### src/rtl/mem_arb_pkg.sv
// Shared types for the IF/LS memory port arbiter: FSM states, access owner,
// latched request record and the full-word byte-enable constant.
package mem_arb_pkg;

  typedef enum logic [1:0] {
    IDLE,
    BUSY,
    RESP
  } arb_state_t;

  typedef enum logic [1:0] {
    OWN_NONE,
    OWN_IF,
    OWN_LS
  } owner_t;

  typedef struct packed {
    logic [31:0] addr;
    logic [31:0] wdata;
    logic [3:0]  be;
    logic        we;
  } mem_req_t;

  localparam logic [3:0] BE_WORD = 4'b1111;

  // Memory is word addressed; byte lanes are selected by be, not addr[1:0].
  function automatic logic [31:0] word_addr(input logic [31:0] a);
    return a & ~32'h0000_0003;
  endfunction

endpackage

### src/rtl/mem_arb_prio.sv
// LS-priority grant with an anti-starvation streak for IF. Combinational grants,
// only while idle & ce; the streak register updates on the granting edge.
module mem_arb_prio
  import mem_arb_pkg::*;
#(
  parameter int STARVE_LIMIT = 4
) (
  input  logic clk,
  input  logic reset,
  input  logic ce,
  input  logic idle,
  input  logic if_vld,
  input  logic ls_vld,
  output logic if_gnt,
  output logic ls_gnt
);

  localparam int SW = $clog2(STARVE_LIMIT + 1);

  logic [SW-1:0] streak_q, streak_d;
  logic          starve;

  assign starve = (streak_q == SW'(STARVE_LIMIT));
  assign if_gnt = idle & ce & if_vld & (~ls_vld | starve);
  assign ls_gnt = idle & ce & ls_vld & ~(if_vld & starve);

  // Only contended LS wins count toward starving IF.
  always_comb begin
    streak_d = streak_q;
    if (if_gnt) begin
      streak_d = '0;
    end else if (ls_gnt && if_vld && !starve) begin
      streak_d = streak_q + SW'(1);
    end
  end

  always_ff @(posedge clk or negedge reset) begin
    if (!reset) begin
      streak_q <= '0;
    end else begin
      streak_q <= streak_d;
    end
  end

endmodule

### src/rtl/mem_port_arbiter.sv
// Shares one memory port between fetch (IF) and load/store (LS); accept to rsp_valid
// is MEM_LATENCY+1 cycles, one access in flight, requests accepted only when idle.
module mem_port_arbiter
  import mem_arb_pkg::*;
#(
  parameter int MEM_LATENCY  = 1,
  parameter int STARVE_LIMIT = 4
) (
  input  logic        clk,
  input  logic        reset,
  input  logic        ce,
  input  logic        if_req_valid,
  output logic        if_req_ready,
  input  logic [31:0] if_addr,
  output logic        if_rsp_valid,
  output logic [31:0] if_rdata,
  input  logic        ls_req_valid,
  output logic        ls_req_ready,
  input  logic [31:0] ls_addr,
  input  logic        ls_we,
  input  logic [3:0]  ls_be,
  input  logic [31:0] ls_wdata,
  output logic        ls_rsp_valid,
  output logic [31:0] ls_rdata,
  output logic [31:0] mem_addr,
  output logic        mem_we,
  output logic [3:0]  mem_be,
  output logic [31:0] mem_wdata,
  input  logic [31:0] mem_rdata
);

  localparam int CNT_W = $clog2(MEM_LATENCY + 1);

  arb_state_t       state_q, state_d;
  owner_t           owner_q, owner_d;
  mem_req_t         req_q, req_d;
  logic [CNT_W-1:0] cnt_q, cnt_d;
  logic [31:0]      if_rdata_q, if_rdata_d;
  logic [31:0]      ls_rdata_q, ls_rdata_d;
  logic             idle, if_gnt, ls_gnt;

  // Gating idle with reset keeps both readies low while reset is held.
  assign idle = (state_q == IDLE) & reset;

  mem_arb_prio #(
    .STARVE_LIMIT(STARVE_LIMIT)
  ) u_prio (
    .clk   (clk),
    .reset (reset),
    .ce    (ce),
    .idle  (idle),
    .if_vld(if_req_valid),
    .ls_vld(ls_req_valid),
    .if_gnt(if_gnt),
    .ls_gnt(ls_gnt)
  );

  always_comb begin
    state_d    = state_q;
    owner_d    = owner_q;
    req_d      = req_q;
    cnt_d      = cnt_q;
    if_rdata_d = if_rdata_q;
    ls_rdata_d = ls_rdata_q;
    case (state_q)
      IDLE: begin
        if (if_gnt) begin
          req_d.addr = word_addr(if_addr);
          req_d.we   = 1'b0;
          req_d.be   = BE_WORD;
          owner_d    = OWN_IF;
          cnt_d      = CNT_W'(MEM_LATENCY);
          state_d    = BUSY;
        end else if (ls_gnt) begin
          req_d.addr  = word_addr(ls_addr);
          req_d.we    = ls_we;
          req_d.be    = ls_be;
          req_d.wdata = ls_wdata;
          owner_d     = OWN_LS;
          cnt_d       = CNT_W'(MEM_LATENCY);
          state_d     = BUSY;
        end
      end
      BUSY: begin
        if (ce) begin
          cnt_d = cnt_q - CNT_W'(1);
          if (cnt_q == CNT_W'(1)) begin
            if (owner_q == OWN_IF) begin
              if_rdata_d = mem_rdata;
            end else if (!req_q.we) begin
              ls_rdata_d = mem_rdata;
            end
            state_d = RESP;
          end
        end
      end
      RESP: begin
        if (ce) begin
          owner_d = OWN_NONE;
          state_d = IDLE;
        end
      end
      default: state_d = IDLE;
    endcase
  end

  always_ff @(posedge clk or negedge reset) begin
    if (!reset) begin
      state_q    <= IDLE;
      owner_q    <= OWN_NONE;
      req_q      <= '0;
      cnt_q      <= '0;
      if_rdata_q <= '0;
      ls_rdata_q <= '0;
    end else begin
      state_q    <= state_d;
      owner_q    <= owner_d;
      req_q      <= req_d;
      cnt_q      <= cnt_d;
      if_rdata_q <= if_rdata_d;
      ls_rdata_q <= ls_rdata_d;
    end
  end

  assign if_req_ready = if_gnt;
  assign ls_req_ready = ls_gnt;
  assign if_rsp_valid = (state_q == RESP) & ce & (owner_q == OWN_IF);
  assign ls_rsp_valid = (state_q == RESP) & ce & (owner_q == OWN_LS);
  assign if_rdata     = if_rdata_q;
  assign ls_rdata     = ls_rdata_q;

  // The counter still holds MEM_LATENCY only in the first BUSY cycle.
  assign mem_addr  = req_q.addr;
  assign mem_be    = req_q.be;
  assign mem_wdata = req_q.wdata;
  assign mem_we    = (state_q == BUSY) & (cnt_q == CNT_W'(MEM_LATENCY)) & req_q.we & ce;

`ifndef SYNTHESIS
  if (MEM_LATENCY < 1) begin : g_bad_latency
    $error("mem_port_arbiter: MEM_LATENCY must be >= 1");
  end

  a_one_ready : assert property (@(posedge clk) disable iff (!reset)
    !(if_req_ready && ls_req_ready));

  a_one_rsp : assert property (@(posedge clk) disable iff (!reset)
    (if_rsp_valid || ls_rsp_valid) |=> !(if_rsp_valid || ls_rsp_valid));
`endif

endmodule

### config.mk
export PLATFORM = sky130hd
export DESIGN_NAME = mem_port_arbiter
export DESIGN_NICKNAME = d
export VERILOG_FILES = /design/src/rtl/mem_arb_pkg.sv /design/src/rtl/mem_arb_prio.sv /design/src/rtl/mem_port_arbiter.sv
export SDC_FILE = /design/constraint.sdc
export NUM_CORES = 1
export LEC_CHECK = 0
export ABC_CLOCK_PERIOD_IN_PS = 1990
export CAP_MARGIN = 20
export CORE_ASPECT_RATIO = 0.7
export CORE_MARGIN = 5
export CORE_UTILIZATION = 40
export DETAILED_ROUTE_END_ITERATION = 16
export GPL_TIMING_DRIVEN = 0
export PLACE_DENSITY_LB_ADDON = 0.3
export SLEW_MARGIN = 20
export SYNTH_ARGS = -nofsm -noshare
export SYNTH_HDL_FRONTEND = slang
export SYNTH_SLANG_ARGS = --single-unit
### constraint.sdc
create_clock -name clk -period 1.99 [get_ports clk]
set_input_delay 0.398 -clock clk [delete_from_list [all_inputs] [get_ports clk]]
set_output_delay 0.398 -clock clk [all_outputs]
set_load 0.05 [all_outputs]
After elaboration in Yosys (flattened, before gate mapping)
Cells that the tools add are included.
{"block": "word_totals", "output_inout_bits": 137, "wordCells": 73, "ff_bits": 141, "in_bits": 138}
{"block": "op_classes", "n_bitwise": 19, "n_mux": 18, "add_sub_neg": 2, "reduce_logical": 15, "eq_ne": 9}
{"operator": "2-to-1 mux 69 bit", "n": 1}
{"operator": "2-to-1 mux 32 bit", "n": 1}
{"operator": "2-to-1 mux 2 bit", "n": 7}
{"operator": "bitwise AND 1 bit", "n": 13}
{"operator": "AND reduction 3 bit", "n": 3}
{"operator": "AND reduction 4 bit", "n": 2}
{"operator": "nonzero test 2 bit", "n": 4}
{"operator": "2-to-1 mux 3 bit", "n": 2}
{"operator": "inequality test 2 bit (second input constant)", "n": 3}
{"operator": "one-hot mux 2 bit (3 select lines)", "n": 1}
{"operator": "2-to-1 mux 5 bit", "n": 1}
{"operator": "NOT 1 bit", "n": 5}
{"operator": "AND reduction 5 bit", "n": 1}
{"operator": "equality test 2 x 1 -> 1 bit (second input constant)", "n": 2}
{"operator": "equality test 2 bit (second input constant)", "n": 2}
{"operator": "one-hot mux 2 bit (2 select lines)", "n": 1}
{"operator": "adder 3 x 1 -> 3 bit (second input constant)", "n": 1}
{"operator": "equality test 3 bit (second input constant)", "n": 1}
{"operator": "2-to-1 mux 1 bit", "n": 3}
{"operator": "inequality test 3 x 2 -> 1 bit (second input constant)", "n": 1}
{"operator": "logical AND 1 bit", "n": 2}
{"operator": "logical NOT 2 bit", "n": 1}
{"operator": "one-hot mux 1 bit (2 select lines)", "n": 1}
{"operator": "AND reduction 2 bit", "n": 1}
{"operator": "other kinds (3)", "n": 3}

Logic depth before layout (Yosys ltp)
Gate-level depths: netlist of run 1.
{"block": "depth", "ltp_word": 9, "depth_mapped": 9, "mapped_depth_nobuf": 7}

Cells and area by module
From an unflattened synthesis of run 1, not the netlist that was laid out.
{"block": "hier_totals", "cells_unflattened": 442, "area_unflattened_um2": 6291.0}
{"mod": "mem_port_arbiter", "n_inst": 1, "cells_each": 420, "area_per_inst_um2": 6073.3}
{"mod": "mem_arb_prio", "n_inst": 1, "cells_each": 22, "area_per_inst_um2": 217.7}

Least setup slack after synthesis of run 1
Ideal clock, no wire load.
{"block": "synth_path", "kind": "register -> output", "start": "reg state_q[0]", "end": "out ls_rsp_valid", "arrival_time_ns": 1.768, "setup_slack_ns": -0.176, "path_stages_with_launch": 3, "required_time_ns": 1.592, "n_path_buf": 0, "path_cell_list": "dfrtp_1 > nand3b_1 > nor3b_1"}
{"block": "synth_via", "elab_chain_cells": 3}
{"element": "from (decl)", "line_no": "mem_port_arbiter.sv:34", "text": "arb_state_t state_q, state_d;"}
{"element": "from (signal assigned)", "line_no": "mem_port_arbiter.sv:116", "text": "state_q <= state_d;"}
{"element": "equality test 2 bit", "line_no": "mem_port_arbiter.sv:128", "text": "assign ls_rsp_valid = (state_q == RESP) & ce & (owner_q == OWN_LS);"}
{"element": "bitwise AND 1 bit (2 in series)", "line_no": "mem_port_arbiter.sv:128"}
{"element": "to (decl)", "line_no": "mem_port_arbiter.sv:23", "text": "output logic ls_rsp_valid,"}
No other way between the ends.

Worst setup path after layout of run 1
{"block": "layout_path", "start": "reg state_q[1]", "end": "out if_req_ready"}
{"block": "layout_via", "elab_chain_cells": 5}
{"element": "logical NOT 2 bit", "line_no": "mem_port_arbiter.sv:43", "text": "assign idle = (state_q == IDLE) & reset;"}
{"element": "bitwise AND 1 bit", "line_no": "mem_port_arbiter.sv:43"}
{"element": "bitwise AND 1 bit (3 in series)", "line_no": "mem_arb_prio.sv:24", "text": "assign if_gnt = idle & ce & if_vld & (~ls_vld | starve);"}
{"element": "to (decl)", "line_no": "mem_port_arbiter.sv:13", "text": "output logic if_req_ready,"}
No other way between the ends.

==> results of run 1 <==
what timing repair did:
item | 4_1_cts | 5_1_grt
setup endpoints to repair | 135 | 76
hold buffers | 4 | 0
pin swaps | 2 | 4
buffers inserted | 10 | 4
hold endpoints to repair | 53 | 0
gates resized for setup | 139 | 52
cloned | 3 | 0
worst min path at each step:
stage	end	slack, ns
floorplan	cnt_q	0.10
global placement	mem_wdata[28]	0.46
detailed placement	if_rdata[15]	0.34
CTS	mem_wdata[15]	0.02
global route	mem_wdata[26]	0.02
finish	mem_wdata[26]	0.03
sequential cells by signal, summed over array words and instances, names as in the netlist, 2 cells and up:
register / count
if_rdata: 32
ls_rdata: 32
mem_wdata: 32
mem_addr: 30
mem_be: 4
u_prio.streak_q: 3
owner_q: 2
state_q: 2
report_power, final:
part / leakage, nW / internal [mW] / switching (mW) / total (mW)
Sequential: 1.72 / 4.16 / 0.699 / 4.86
Combinational: 3.13 / 3.52 / 6.44 / 9.97
Clock: 0.271 / 1.64 / 1.29 / 2.93
Total: 5.12 / 9.32 / 8.44 / 17.8
worst max-delay path, delay by kind of cell (launching register included):
family,cells,cell delay (ns)
simple gates,2,0.61
buf+inv,2,0.29
flops,1,0.38
metrics by stage:
stage	setup WS, ns	area, um^2
detailed placement	-1.40	9000
global route	-0.170	9860
floorplan	0.236	6040
global placement	-6.00	8970
CTS	-0.113	9720
finish	-0.0872	9860
cell type report:
class / instances / area (um^2) / area share (%)
repair buffers: 290 / 2970 / 30.1
plain buffers: 94 / 703 / 7.13
inverters: 6 / 22.5 / 0.228
flip-flops and latches: 139 / 3480 / 35.3
clock buffers: 17 / 425 / 4.31
well taps: 195 / 244 / 2.47
multi-input cells: 291 / 1890 / 19.1
clock inverters: 15 / 129 / 1.31
routing by layer:
metal  share of wire, %  vias up  routed length (um)
li1                   -     2332                   -
met1                 41     2402                7360
met2                 49      208                8770
met3                9.8       14                1770
met4               0.90        0                 162
met5                  0        -                   0
synthesized netlist by cell type (all sizes together):
master | instances | area share [%]
inv | 6 | 0.37
and4bb | 1 | 0.27
buf | 93 | 11
a32o | 1 | 0.17
dfrtp | 139 | 58
a22oi | 30 | 3.7
conb | 1 | 0.062
o21ai | 1 | 0.083
a21o | 2 | 0.25
nor3b | 2 | 0.44
nor2b | 1 | 0.10
a31o | 1 | 0.15
nand2 | 101 | 6.3
o21a | 1 | 0.12
xor2 | 1 | 0.15
nand2b | 1 | 0.10
ha | 2 | 0.41
nand4 | 1 | 0.10
a21boi | 2 | 0.25
clkbuf | 2 | 0.12
nand3 | 4 | 0.33
mux2 | 64 | 12
a21oi | 30 | 2.5
nand3b | 1 | 0.12
nor2 | 36 | 2.3
o22a | 4 | 0.58
o31ai | 2 | 0.25
cell families (layout without fill, tap and decap cells):
| family | count (synthesis) | count (layout) | share of synthesized area (%) |
|---|---|---|---|
| simple gates | 148 | 148 | 10.1 |
| flops | 139 | 139 | 57.7 |
| buf+inv | 101 | 422 | 11.6 |
| compound gates | 74 | 74 | 8.07 |
| mux | 64 | 64 | 11.9 |
| fa+ha+maj | 2 | 2 | 0.415 |
| other cells | 1 | 2 | 0.0622 |
| xor+xnor | 1 | 1 | 0.145 |
==> flow_metrics.py, run 1 <==
metrics = {
    "routing": {
        "routedWlPerCell_um": 17.2,
        "route.detailed.drc": 0,
        "vias": 4956,
        "drt-initial-drc-count": 206,
        "first_pass_iters": 4,
        "vias_per_cell": 4.73,
        "wl_um": 18100,
        "ant_nets": 0,
    },
    "worst_setup_path": {
        "r2r_end": "ls_rdata[8]",
        "crit_type": "register to output port",
        "end_kind": "output port",
        "cpMaxStageDelayCell": "dfrtp_1",
        "crit_path_cell_trace": "and4bb_4, nor3b_4, buf_6, buf_8",
        "crit_fanout": 2,
        "arrival_ns": 1.68,
        "max_stage_delay_ns": 0.38,
        "reg2reg_slack_ns": 0.05,
        "crit_end": "if_req_ready",
        "cp.required_ns": 1.59,
        "r2r_cells": 7,
        "regToRegStartpoint": "state_q[1]",
        "start_kind": "register",
        "cp-startpoint": "state_q[1]",
    },
    "global_route": {
        "track_usage_pct": 20.6,
        "gr-usage-met2_pct": 33.7,
        "grt_pass1_wl_um": 28600,
        "grt_util_met1_pct": 26.0,
        "groute.layer.met3.usage_pct": 7.91,
        "first_global_vias": 5343,
        "busiest_layer": "met2",
        "antenna_found_initial": 0,
        "grt_start_max_net_pins": 44,
        "overflow": 0,
    },
    "cts": {
        "cts_root_buf": "clkbuf_16",
        "clkSinkCount": 139,
        "clock_latency_ns": 0.41,
        "clk_pin_slew_ns": 0.06,
        "cts_buffer_depth": 2,
        "cts_buffers": 17,
        "htree_num_levels": 4,
        "cts_tree": "yes",
    },
    "die": {
        "pin_count": 275,
        "core_um2": 14700,
        "fp.dieArea_um2": 17700,
        "rows": 37,
        "die_h_um": 113,
        "die_w_um": 157,
        "initial_core_util_pct": 41.0,
    },
    "timing": {
        "hold_violations": 0,
        "max_freq_ghz": 0.481,
        "worst_slew_pin_slew_ns": 0.556,
        "grt_setup_unrepaired": "yes",
        "finalMaxSlewViolations": 0,
        "fin_crit_sh_pct": 104,
        "setup_viol": 2,
        "min_period_ns": 2.08,
        "layout_setup_ws_ns": -0.0872,
        "setup_tns_ns": -0.150,
        "slew_headroom_pct": 63.1,
        "clock_skew_ns": 0.00846,
        "hold_ws_ns": 0.0327,
    },
    "run_status": {
        "status": "finished, violations left",
        "violations": "setup timing",
    },
    "final_layout": {
        "fin_nets": 979,
        "final_common_cell": "dfrtp_1",
        "fillers": 1093,
        "post-route-util_pct": 67.0,
        "layout_common_cells": "dfrtp_1 (139), clkdlybuf4s50_1 (131), nand2_1 (101)",
        "antenna_cells": 0,
        "area_growth_pct": 63.5,
        "drive_gt1_share_pct": 26.3,
        "fin_cells": 1047,
    },
    "logic_synthesis": {
        "yosysSeqAreaShare_pct": 57.7,
        "synth.avg_cell_area_um2": 11.4,
        "syn_inst": 530,
        "ys_types": 34,
        "yosys_warnings": 0,
        "synth_area_um2": 6030,
        "ys_ff_latch": 139,
    },
    "placement": {
        "io_buffers": 268,
        "placed_cells": 995,
        "dpl.hpwl_um": 13100,
        "globalplace.congestion": 0.835,
    },
    "flow_run": {
        "cap_viol_max_count": 0,
    },
    "hold_path": {
        "hp-class": "input port to async pin",
    },
    "power": {
        "p_leak_nw": 5.12,
        "power_mw": 17.8,
        "vdd_drop_max_mv": 1.04,
        "p_per_area_nw_per_um2": 1800,
    },
}
Power figures use the tool's default switching activity.
==> run 2, diff against run 1 <==
Settings changed: ABC_CLOCK_PERIOD_IN_PS 1990 to unset, CAP_MARGIN 20 to 0, REMOVE_ABC_BUFFERS set to 1.
==> run 2 against run 1 <==
Sequential share of layout area rose by 1.6 points. The run still ends with setup timing left. Largest power group unchanged. Total power fell by 3.5%. Routed wire length fell by 0.66%. Highest routed layer unchanged. Hold slack improved by 0.0036 ns.
==> flow_metrics.py, run 2 (synthesized netlist as in run 1, its figures left out) <==
metrics = {
    "placement": {
        "globalplace.congestion": 0.804,
        "pre_cts_slack_ns": -2.74,
        "dpl.hpwl_um": 11500,
        "io_buffers": 268,
    },
    "power": {
        "power_mw": 17.1,
        "p_leak_nw": 4.78,
        "p_per_area_nw_per_um2": 1820,
        "vdd_drop_max_mv": 1.18,
    },
    "routing": {
        "ant_nets": 0,
        "wl_um": 17900,
        "drt-initial-drc-count": 213,
        "first_pass_iters": 4,
        "routedWlPerCell_um": 18.6,
        "vias": 4629,
        "vias_per_cell": 4.79,
        "route.detailed.drc": 0,
    },
    "worst_setup_path": {
        "end_kind": "output port",
        "cp.required_ns": 1.59,
        "reg2reg_slack_ns": 0.04,
        "regToRegStartpoint": "u_prio.streak_q[1]",
        "crit_type": "register to output port",
        "arrival_ns": 1.74,
        "cp-startpoint": "state_q[0]",
        "crit_fanout": 3,
        "r2r_cells": 9,
        "r2r_end": "owner_q[1]",
        "start_kind": "register",
        "crit_end": "if_req_ready",
    },
    "final_layout": {
        "drive_gt1_share_pct": 18.8,
        "fillers": 1185,
        "antenna_cells": 0,
        "post-route-util_pct": 64.0,
        "final_common_cell": "dfrtp_1",
        "layout_common_cells": "dfrtp_1 (139), clkdlybuf4s50_1 (130), nand2_1 (101)",
        "area_growth_pct": 56.3,
        "fin_nets": 898,
    },
    "cts": {
        "cts_tree": "yes",
        "cts_root_buf": "clkbuf_16",
        "clock_latency_ns": 0.42,
        "clk_pin_slew_ns": 0.06,
        "htree_num_levels": 4,
        "cts_buffers": 17,
        "clkSinkCount": 139,
        "cts_buffer_depth": 2,
    },
    "global_route": {
        "track_usage_pct": 19.6,
        "grt_util_met1_pct": 23.5,
        "grt_start_max_net_pins": 69,
        "grt_pass1_wl_um": 26900,
        "first_global_vias": 4911,
        "antenna_found_initial": 0,
        "gr-usage-met2_pct": 32.5,
        "groute.layer.met3.usage_pct": 7.45,
        "overflow": 0,
        "busiest_layer": "met2",
    },
    "timing": {
        "min_period_ns": 2.14,
        "slew_headroom_pct": 63.3,
        "hold_violations": 0,
        "max_freq_ghz": 0.468,
        "clock_skew_ns": 0.00992,
        "fin_crit_sh_pct": 107,
        "grt_setup_unrepaired": "yes",
        "finalMaxSlewViolations": 0,
        "layout_setup_ws_ns": -0.147,
        "setup_viol": 2,
        "worst_slew_pin_slew_ns": 0.552,
    },
    "hold_path": {
        "hp-class": "input port to async pin",
    },
    "die": {
        "fp.dieArea_um2": 17700,
        "die_w_um": 157,
        "pin_count": 275,
        "rows": 37,
        "die_h_um": 113,
        "core_um2": 14700,
        "initial_core_util_pct": 41.0,
    },
    "run_status": {
        "violations": "setup timing",
        "status": "finished, violations left",
    },
    "flow_run": {
        "cap_viol_max_count": 0,
    },
}
==> run 2: changes by cell type in the layout (fill, tap and decap cells not counted), moves of 2 or more <==
cell,before,now
buf_6,7,4
nand3_2,0,3
clkbuf_2,2,0
inv_2,2,0
bufinv_16,0,2
nor2_2,2,0
clkbuf_4,4,0
o21a_4,0,2
dlygate4sd2_1,98,94
dlymetal6s2s_1,33,38
buf_1,2,0
buf_12,5,7
buf_4,87,18
buf_2,9,0
==> run 2: timing repair <==
item | 4_1_cts | 5_1_grt
pin swaps | 7 | 5
endpoints found under the hold margin | 41 | 0
setup buffers | 13 | 7
hold buffers | 3 | 0
gates resized for setup | 142 | 51
cloned | 7 | 1
endpoints found under the setup margin | 223 | 105
==> run 2: final cells by class <==
type / count / area, um^2 / area share, %
Multi-Input combinational cell: 294 / 1940 / 20.6
Tap cell: 195 / 244 / 2.59
Timing Repair Buffer: 298 / 3100 / 32.9
Timing Repair inverter: 2 / 25.0 / 0.265
Inverter: 6 / 38.8 / 0.411
Clock inverter: 14 / 163 / 1.73
Sequential cell: 139 / 3480 / 36.9
Clock buffer: 18 / 439 / 4.66
==> run 2: report_power, final <==
part	switching (mW)	leakage, nW	internal [mW]
clock network	1.28	0.287	1.91
logic	6.31	2.77	2.79
registers	0.685	1.72	4.16
total	8.27	4.78	8.86
==> run 2: metal layers <==
metal | part of all wire [%] | vias up
li1 | - | 2176
met1 | 41 | 2258
met3 | 9.7 | 19
met4 | 1.3 | 0
met2 | 48 | 176
met5 | 0 | -
==> run 2: stage by stage <==
step / setup TNS (ns) / hold WS (ns) / instances / area [um^2]
3_5_place_dp: -160.84 / 0.297 / 903 / 8410
3_3_place_gp: -1268.20 / 0.457 / 899 / 8280
5_1_grt: -2.41 / 0.0380 / 966 / 9430
6_report: -0.249 / 0.0362 / 966 / 9430
4_1_cts: -0.331 / 0.0236 / 958 / 9240
2_1_floorplan: -59.97 / 0.102 / 436 / 5360
==> run 2: worst max-delay path, cell delays in order (launching register included) <==
cell and delay [ns]:
dfrtp_1 0.39, and4bb_4 0.38, nor3b_4 0.27, buf_6 0.15
buf_8 0.14
==> run 2: how the worst min path moves through the flow <==
stage | start | to | slack [ns] | cells after the start
finish | reset | mem_wdata[31] | 0.04 | 3
global route | reset | req_q[0] | 0.04 | 3
CTS | reset | if_rdata[29] | 0.02 | 3
detailed placement | reset | if_rdata[29] | 0.30 | 1
global placement | mem_wdata[24] | mem_wdata[24] | 0.46 | 2
floorplan | reset | cnt_q | 0.10 | 0
==> run 3, diff against run 2 <==
Settings changed: CORE_UTILIZATION 40 to 42, GPL_ROUTABILITY_DRIVEN set to 1, MAX_ROUTING_LAYER set to met4.
==> run 3 against run 2 <==
The flow still finishes with violations (setup timing). Routed wire length shrank 3.4%. Sequential cell count is the same. Cell area grew 0.45%. Sequential share of layout area shrank 0.17 points. Global-route usage grew 0.98 points.
==> flow_metrics.py, run 3 (synthesized netlist as in run 1, its figures left out) <==
metrics = {
    "run_status": {
        "status": "finished, violations left",
        "violations": "setup timing",
    },
    "global_route": {
        "grt_pass1_wl_um": 26600,
        "overflow": 0,
        "antenna_found_initial": 0,
        "first_global_vias": 5060,
        "track_usage_pct": 20.6,
        "grt_start_max_net_pins": 49,
    },
    "placement": {
        "globalplace.congestion": 0.765,
        "io_buffers": 268,
        "placed_cell_area_um2": 8420,
        "dpl.hpwl_um": 11400,
    },
    "cts": {
        "htree_num_levels": 4,
        "cts_buffer_depth": 2,
        "clk_pin_slew_ns": 0.06,
        "clock_latency_ns": 0.41,
        "cts_buffers": 17,
        "clkSinkCount": 139,
        "cts_root_buf": "clkbuf_16",
        "cts_tree": "yes",
    },
    "power": {
        "switchingPower_mw": 8.24,
        "p_leak_nw": 4.96,
        "power.internal_mw": 8.98,
        "power_mw": 17.2,
        "combPwrFrac_pct": 53.6,
        "clkPwrFrac_pct": 18.1,
        "p_per_area_nw_per_um2": 1820,
        "switching_share_pct": 47.8,
        "vdd_drop_max_mv": 0.966,
        "seqPwrFrac_pct": 28.2,
    },
    "timing": {
        "setup_viol": 2,
        "worst_slew_pin_slew_ns": 0.551,
        "finalMaxSlewViolations": 0,
        "hold_ws_ns": 0.0492,
        "layout_setup_ws_ns": -0.142,
        "min_period_ns": 2.13,
        "grt_setup_unrepaired": "yes",
        "hold_violations": 0,
        "clock_skew_ns": 0.0112,
        "slew_headroom_pct": 63.4,
        "fin_crit_sh_pct": 107,
        "max_freq_ghz": 0.469,
    },
    "final_layout": {
        "drive_gt1_share_pct": 18.3,
        "fin_nets": 894,
        "layout_common_cells": "clkdlybuf4s50_1 (141), dfrtp_1 (139), nand2_1 (101)",
        "post-route-util_pct": 67.6,
        "area_growth_pct": 57.0,
        "final_common_cell": "clkdlybuf4s50_1",
        "design_area_um2": 9470,
        "antenna_cells": 0,
    },
    "routing": {
        "wl_um": 17300,
        "drt-initial-drc-count": 139,
        "routedWlPerCell_um": 18.1,
        "first_pass_iters": 4,
        "route.detailed.drc": 0,
        "vias_per_cell": 4.82,
        "vias": 4611,
        "ant_nets": 0,
    },
    "die": {
        "core_um2": 14000,
        "initial_core_util_pct": 43.1,
        "pin_count": 275,
        "die_w_um": 153,
        "rows": 36,
        "die_h_um": 110,
        "fp.dieArea_um2": 16900,
    },
    "flow_run": {
        "cap_viol_max_count": 0,
    },
    "hold_path": {
        "hp-class": "input port to async pin",
    },
    "worst_setup_path": {
        "start_kind": "input port",
        "cp.required_ns": 1.59,
        "crit_fanout": 6,
        "crit_type": "input port to output port",
        "reg2reg_slack_ns": 0.11,
        "end_kind": "output port",
        "arrival_ns": 1.73,
    },
}
## run 3: through the flow
step           std cells   TNS, ns  setup slack, ns
6_report             957    -0.229           -0.142
5_1_grt              957    -0.489           -0.207
4_1_cts              950    -0.299           -0.173
3_5_place_dp         899   -135.83            -2.43
3_3_place_gp         894  -1256.07            -7.86
2_1_floorplan        436    -59.97           -0.897
## run 3: layout make-up
class | instances | area (um^2)
Inverter | 6 | 38.8
Clock buffer | 20 | 467
Sequential cell | 139 | 3480
Tap cell | 190 | 238
Fill cell | 1022 | 4540
Timing Repair inverter | 2 | 17.5
Timing Repair Buffer | 295 | 3180
Clock inverter | 12 | 128
Multi-Input combinational cell | 293 | 1920
## run 3: layer usage
metal	global-route usage [%]	share of wire, %	up-vias
met5	-	0	-
li1	-	-	2164
met1	24.8	42	2249
met4	5.40	1.2	0
met2	34.3	49	180
met3	6.32	7.4	18
## run 3: worst max-delay path, stage by stage
cell             delay [ns]
clkdlybuf4s50_1        0.61
inv_1                  0.13
nor3b_4                0.30
buf_8                  0.15
buf_8                  0.13
## run 3: worst paths after layout
kind,end,from,cells past startpoint
hold reg to reg,mem_wdata[0],mem_wdata[0],2
setup reg to reg,mem_addr[16],state_q[0],7
min in group clk,mem_wdata[0],mem_wdata[0],2
hold / removal,if_rdata[6],reset,3
max in group asynchronous,if_rdata[18],reset,2
setup / recovery,if_req_ready,if_req_valid,5
## run 3: power by group through the flow
| stage | Sequential, mW | Clock (mW) | Combinational, mW |
|---|---|---|---|
| floorplan | 9.28 | 0 | 1.57 |
| global placement | 4.85 | 0 | 9.31 |
| detailed placement | 4.93 | 0 | 9.49 |
| CTS | 4.87 | 3.19 | 9.31 |
| global route | 5.03 | 3.31 | 9.65 |
| finish | 4.86 | 3.12 | 9.24 |
## run 3: repair_timing
action | CTS | global route
hold endpoints to repair | 44 | 0
hold buffers | 3 | 0
buffers inserted | 9 | 7
cloned | 7 | 0
resized for setup | 97 | 74
pin swaps | 4 | 6
setup endpoints to repair | 172 | 132
